### src/rtl/uart_tx_engine.sv
// Serial transmitter: start bit, DATA_WIDTH payload bits LSB first, optional parity, stop bit.
// Back-to-back frames are supported by accepting a new request during the stop bit.
module uart_tx_engine #(
  parameter int DATA_WIDTH = 8
) (
  input  logic                  CLK,
  input  logic                  RST,
  input  logic [DATA_WIDTH-1:0] P_DATA,
  input  logic                  DATA_VALID,
  input  logic                  PAR_EN,
  input  logic                  PAR_TYP,
  output logic                  TX_OUT,
  output logic                  Busy
);

  localparam int CNT_W = (DATA_WIDTH > 1) ? $clog2(DATA_WIDTH) : 1;
  localparam logic [CNT_W-1:0] LAST_BIT = CNT_W'(DATA_WIDTH - 1);

  // Gray sequence: adjacent states along the frame path differ in one bit
  typedef enum logic [2:0] {
    IDLE   = 3'b000,
    START  = 3'b001,
    DATA   = 3'b011,
    PARITY = 3'b010,
    STOP   = 3'b110
  } state_t;

  state_t                r_state;
  logic [CNT_W-1:0]      r_cnt;
  logic [DATA_WIDTH-1:0] r_data;
  logic                  r_par_en;
  logic                  r_par_typ;

  logic [CNT_W-1:0]      w_cnt_inc;
  logic                  w_parity;

  assign w_cnt_inc = r_cnt + CNT_W'(1);
  assign w_parity  = (^r_data) ^ r_par_typ;

  // Outputs are loaded together with the next state so TX_OUT/Busy come straight from flops
  always_ff @(posedge CLK or negedge RST) begin
    if (!RST) begin
      r_state   <= IDLE;
      r_cnt     <= '0;
      r_data    <= '0;
      r_par_en  <= 1'b0;
      r_par_typ <= 1'b0;
      TX_OUT    <= 1'b1;
      Busy      <= 1'b0;
    end else begin
      case (r_state)
        IDLE: begin
          if (DATA_VALID) begin
            r_data    <= P_DATA;
            r_par_en  <= PAR_EN;
            r_par_typ <= PAR_TYP;
            r_state   <= START;
            TX_OUT    <= 1'b0;
            Busy      <= 1'b1;
          end else begin
            TX_OUT    <= 1'b1;
            Busy      <= 1'b0;
          end
        end
        START: begin
          r_cnt   <= '0;
          r_state <= DATA;
          TX_OUT  <= r_data[0];
          Busy    <= 1'b1;
        end
        DATA: begin
          Busy <= 1'b1;
          if (r_cnt == LAST_BIT) begin
            r_cnt <= '0;
            if (r_par_en) begin
              r_state <= PARITY;
              TX_OUT  <= w_parity;
            end else begin
              r_state <= STOP;
              TX_OUT  <= 1'b1;
            end
          end else begin
            r_cnt  <= w_cnt_inc;
            TX_OUT <= r_data[w_cnt_inc];
          end
        end
        PARITY: begin
          r_state <= STOP;
          TX_OUT  <= 1'b1;
          Busy    <= 1'b1;
        end
        STOP: begin
          // A request seen on the last stop-bit edge chains directly into the next start bit
          if (DATA_VALID) begin
            r_data    <= P_DATA;
            r_par_en  <= PAR_EN;
            r_par_typ <= PAR_TYP;
            r_state   <= START;
            TX_OUT    <= 1'b0;
            Busy      <= 1'b1;
          end else begin
            r_state   <= IDLE;
            TX_OUT    <= 1'b1;
            Busy      <= 1'b0;
          end
        end
        default: begin
          r_state <= IDLE;
          r_cnt   <= '0;
          TX_OUT  <= 1'b1;
          Busy    <= 1'b0;
        end
      endcase
    end
  end

endmodule

### config.mk
export PLATFORM = sky130hd
export DESIGN_NAME = uart_tx_engine
export DESIGN_NICKNAME = d
export VERILOG_FILES = /design/src/rtl/uart_tx_engine.sv
export SDC_FILE = /design/constraint.sdc
export NUM_CORES = 1
export LEC_CHECK = 0
export BUFFER_PORTS_ARGS = -buffer_cell sky130_fd_sc_hd__buf_4
export CORE_MARGIN = 10
export CORE_UTILIZATION = 55
export DETAILED_ROUTE_END_ITERATION = 10
export PLACE_DENSITY = 0.78
export SYNTH_ARGS = -nofsm -noshare
export SYNTH_HDL_FRONTEND = slang
export SYNTH_SLANG_ARGS = --single-unit
### constraint.sdc
create_clock -name CLK -period 3.4 [get_ports CLK]
set_input_delay 0.68 -clock CLK [delete_from_list [all_inputs] [get_ports CLK]]
set_output_delay 0.68 -clock CLK [all_outputs]
set_load 0.02 [all_outputs]
== After elaboration in Yosys (flattened, before gate mapping) ==
Cells that the tools add are included.
Storage, ports and cells
  bits in registers: 18
  bits of input ports: 13
Operators by class
  $add $sub $neg: 1
  order comparisons: 1
  eq/ne operators: 7
  muxes and demuxes: 15
  bitwise gates (word level): 1
  reduce and logical (&&, ||, !) cells: 7
Operators by type and width (count)
  3-bit case mux with 5 select lines: 1
  3-bit 2-to-1 mux: 4
  8-bit parity: 1
  3-bit by 2-bit equality test with 1-bit output (second input constant): 2
  3-bit equality test (second input constant): 2
  1-bit 2-to-1 mux: 6
  3-bit case mux with 2 select lines: 1
  3-bit OR reduction: 2
  3-bit by 4-bit less-than comparator with 1-bit output (second input constant): 1
  2-bit != test (second input constant): 2
  2-bit AND reduction: 2
  3-bit by 1-bit adder with 3-bit output (second input constant): 1
  1-bit binary-select mux with 3-bit select: 1
  3-bit by 1-bit equality test with 1-bit output (second input constant): 1
  3-bit zero test: 1
  1-bit case mux with 3 select lines: 1
  1-bit case mux with 2 select lines: 1
  2-bit OR reduction: 1
  1-bit XOR: 1

== Logic depth before layout (Yosys ltp) ==
  depth in word-level cells: 5
  depth in mapped cells: 7
  depth with buffers taken out: 5

== Worst setup path after synthesis ==
No wires, ideal clock.
  kind: register to register
  from: register r_cnt[0]
  to: register TX_OUT
  setup time: 0.074 ns
  data arrival time: 1.561 ns
  required time: 3.326 ns
  slack: 1.765 ns
  cell stages (with the launch flop): 6
  path buffers: 0
  clock period less this slack: 1.635 ns
  cell sequence: dfrtp_1 > ha_1 > ha_1 > mux4_2 > nor2b_1 > o22ai_2
Between the ends
  word-level cells in the longest chain between the ends: 5
  elaborated cells on any way between the ends: 6
  classes of those cells: add/sub: 1; eq/ne: 1; mux: 4
RTL lines
  from (decl): RTL line 29  | logic [CNT_W-1:0] r_cnt;
  from (signal assigned): RTL line 83  | r_cnt <= w_cnt_inc;
  3-bit by 1-bit adder with 3-bit output: RTL line 37  | assign w_cnt_inc = r_cnt + CNT_W'(1);
  1-bit binary-select mux with 3-bit select: RTL line 84  | TX_OUT <= r_data[w_cnt_inc];
  1-bit 2-to-1 mux (not written as such): RTL line 84
  1-bit 2-to-1 mux (*): RTL line 73  | if (r_cnt == LAST_BIT) begin
  1-bit case mux with 3 select lines (*): RTL line 51  | case (r_state)
  to (signal assigned): RTL line 68  | TX_OUT <= r_data[0];
  to (signal assigned): RTL line 77  | TX_OUT <= w_parity;
  to (signal assigned): RTL line 84
  to (decl): RTL line 12  | output logic TX_OUT,
Mark *: on every way between the ends. The rest lies on a longest branch, timed or not. The select of a mux whose other input is x is not followed.
A chain may end at the register's enable or synchronous reset.

== Worst setup path in the final report ==
Ends and elaborated chain as after synthesis.

==> flow_summary_export.csv <==
group,metric,value,unit
floorplanning,die_x,61.2,um
clocking,postCtsHoldBufs,0,
sta,final-setup-viol-count,0,
yosys,total_number_of_yosys_warnings,0,
clocking,cts_buffer_depth,2,
sta,timing.final.hold_violations,0,
yosys,mapped_area,935,um2
sta,layout_setup_ws,1.51,ns
job,timing.max_cap.violations,0,
cells_and_area,fin_cells,106,
pwr,leakage,0.487,nW
drt,post-route-drc-count,0,
worst_setup_path,rr_endpoint,"TX_OUT$_DFF_PN1_",
worst_setup_path,worst_setup_path_start_kind,"flip-flop",
cells_and_area,synthToLayoutAreaGrowth,13.9,%
sta,final.hold.worst_slack,0.242,ns
yosys,synth-seq-area-share,48.3,%
drt,drt-wirelength-per-cell,16.5,um
grt,grt.overflow.total,0,
yosys,synth.distinct_cells,29,
worst_setup_path,worst_path_max_delay_cell,"sky130_fd_sc_hd__dfrtp_1",
worst_setup_path,reg2reg_depth,5,
cells_and_area,leading_cell_type_in_the_layout_fill_and_taps_excluded,"sky130_fd_sc_hd__dfrtp_1",
sta,totalNegativeSetupSlack,0,ns
yosys,syn-instance-count,77,
worst_setup_path,critical-path-top-cell-by-count,"sky130_fd_sc_hd__ha_1",
cells_and_area,design_area,0.00106,mm2
drt,route.vias.total,610,
worst_setup_path,cp_top_family,"adder cells",
sta,worst_slew_margin_rel,62.4,%
drt,route.final.wire_length,1740,um
yosys,postSynthRegisterBits,18,
clocking,post_cts_sizing_count,0,
cells_and_area,final_nets,106,
worst_setup_path,critical_path_class,"flip-flop to flip-flop",
drt,route.detailed.vias_per_inst,5.75,
sta,fin_crit_sh,55.7,%
placed_design,gp_routability_congestion,0.794,
pwr,power_density,1080,mW/mm2
placed_design,buffer_ports.inserted,14,
floorplanning,die_height,61.2,um
drt,drtAntennaViolNets,0,
yosys,synth_top_cell_area_share,45.5,%
yosys,yosys.area.top_type,"sky130_fd_sc_hd__dfrtp_1",
worst_setup_path,critPathArrivalTime,2.11,ns
clocking,inserted_clock_buffers,3,
clocking,cts_htree_levels,1,
pwr,vdd.ir_drop.worst,787,uV
placed_design,placedInstanceArea,0.00103,mm2
grt,antenna_violations_before_repair,0,
worst_setup_path,reg2reg_setup_slack,1.51,ns
sta,fin_skew,0.00249,ns
floorplanning,initial_utilization,60.0,%
yosys,synth_fp_nets,92,
sta,worstMarginPinSlew,0.564,ns
worst_setup_path,crit_path_max_incr_delay,0.50,ns
cells_and_area,insertedDiodeCount,0,
yosys,post_synth_edffs,0,
sta,final_max_slew_viol_count,0,
clocking,postCtsSetupBuffers,0,
cells_and_area,final_util,68.3,%
sta,grt_setup_unrepaired,"no",
grt,first_global_vias,666,
worst_setup_path,regToRegStartpoint,"r_cnt[0]$_DFFE_PN0N_",
run_status,outcome,"complete, no violations",
min_path,min-delay-path-class,"primary input to async pin",
floorplanning,rows,14,
clocking,clock_insertion_delay_worst_skew,0.29,ns
worst_setup_path,critPathCaptureType,"flip-flop",
placed_design,post-place-ws,1.52,ns
placed_design,post-place-cells,102,
grt,gr-usage-all-layers,10.5,%
sta,timing.fmax,528,MHz
cells_and_area,layout-drive-gt1-share,34.4,%
clocking,tritoncts_num_sinks,18,
worst_setup_path,critical_path_required,3.62,ns
drt,initialDrtViolationCount,3,
floorplanning,core-area,0.00156,mm2
placed_design,detailedPlacementHpwl,1330,um
pwr,finalPower,1.15,mW
yosys,ys.flop_type,"sky130_fd_sc_hd__dfrtp_1",
yosys,postSynthAreaPerCell,12.1,um2
cells_and_area,mostFrequentLayoutCells,"sky130_fd_sc_hd__dfrtp_1 (17), sky130_fd_sc_hd__buf_4 (14), sky130_fd_sc_hd__mux2_2 (9)",
sta,period_minus_slack,1.89,ns
clocking,tritoncts_clock_tree,"built",
grt,grt_start_max_net_pins,19,
floorplanning,ios,15,
yosys,proportion_of_register_bits_with_asynchronous_set_or_reset_after_synthesis,100,%
grt,first_pass_grt_wire_length,2930,um
floorplanning,fp.dieArea,0.00375,mm2
worst_setup_path,critical_path_cell_by_cell,"ha_1 > ha_1 > mux4_2 > nor2b_1 > o22ai_2",
worst_setup_path,worst-path-max-fanout,8,
clocking,cts.root.buffer_cell,"sky130_fd_sc_hd__clkbuf_4",
yosys,yosys-top-cells-area,"sky130_fd_sc_hd__dfrtp_1 (46%), sky130_fd_sc_hd__mux2_2 (11%), sky130_fd_sc_hd__xnor2_1 (4.7%)",
clocking,cts.reportedPaths.clkPinSlew,0.10,ns
worst_setup_path,crit_path_buffers_inverters,0,
drt,drt-pass1-iter-count,2,
[routing by layer]
metal / global-route usage [%] / vias to the layer above / wire length (um)
met5: 0 / - / 0
met4: 5.86 / 0 / 21
met3: 3.29 / 2 / 73
met2: 17.0 / 8 / 902
met1: 12.0 / 299 / 745
li1: - / 301 / -
[synth_stat cells (3+ instances only)]
library cell	n
sky130_fd_sc_hd__a21oi_1	4
sky130_fd_sc_hd__buf_4	3
sky130_fd_sc_hd__dfrtp_1	17
sky130_fd_sc_hd__inv_1	3
sky130_fd_sc_hd__mux2_2	9
sky130_fd_sc_hd__mux2i_1	4
sky130_fd_sc_hd__nor2b_1	4
sky130_fd_sc_hd__xnor2_1	5
[where the power goes]
| group | internal (mW) | switching [mW] | total [mW] |
|---|---|---|---|
| logic | 0.347 | 0.233 | 0.581 |
| clock network | 0.0652 | 0.0632 | 0.128 |
| registers | 0.324 | 0.119 | 0.443 |
[cell families (layout without fill, tap and decap cells)]
| kind of cell | after synthesis | count (layout) | share of synthesized area (%) |
|---|---|---|---|
| adder cells (fa/ha/maj) | 2 | 2 | 2.68 |
| buffers and inverters | 8 | 21 | 4.55 |
| multiplexers | 14 | 14 | 17.5 |
| XOR/XNOR | 8 | 8 | 8.97 |
| AND/OR/NAND/NOR | 13 | 13 | 7.23 |
| AO/OA/AOI/OAI | 14 | 14 | 10.7 |
| flip-flops | 18 | 18 | 48.3 |
[state kept, by name, indices dropped and copies added, names as in the netlist]
register   count
r_data         8
r_cnt          3
r_state        3
Busy           1
TX_OUT         1
r_par_en       1
r_par_typ      1
[worst max path at each step]
| stage | cells after the start | endpoint | start | slack [ns] |
|---|---|---|---|---|
| after floorplan | 5 | TX_OUT$_DFF_PN1_ | r_cnt[0]$_DFFE_PN0N_ | 1.76 |
| after global placement | 5 | TX_OUT$_DFF_PN1_ | r_cnt[0]$_DFFE_PN0N_ | 1.58 |
| after detailed placement | 5 | TX_OUT$_DFF_PN1_ | r_cnt[0]$_DFFE_PN0N_ | 1.52 |
| after CTS | 5 | TX_OUT$_DFF_PN1_ | r_cnt[0]$_DFFE_PN0N_ | 1.50 |
| after global routing | 5 | TX_OUT$_DFF_PN1_ | r_cnt[0]$_DFFE_PN0N_ | 1.43 |
| final | 5 | TX_OUT$_DFF_PN1_ | r_cnt[0]$_DFFE_PN0N_ | 1.51 |
[cell type report]
cell class | count | area (um2)
tap | 16 | 20.0
sequential | 18 | 452
multi-input combinational | 51 | 440
clock buffer | 4 | 36.3
fill | 121 | 494
timing repair buffer | 14 | 105
inverter | 3 | 11.3
Power figures use the tool's default switching activity.
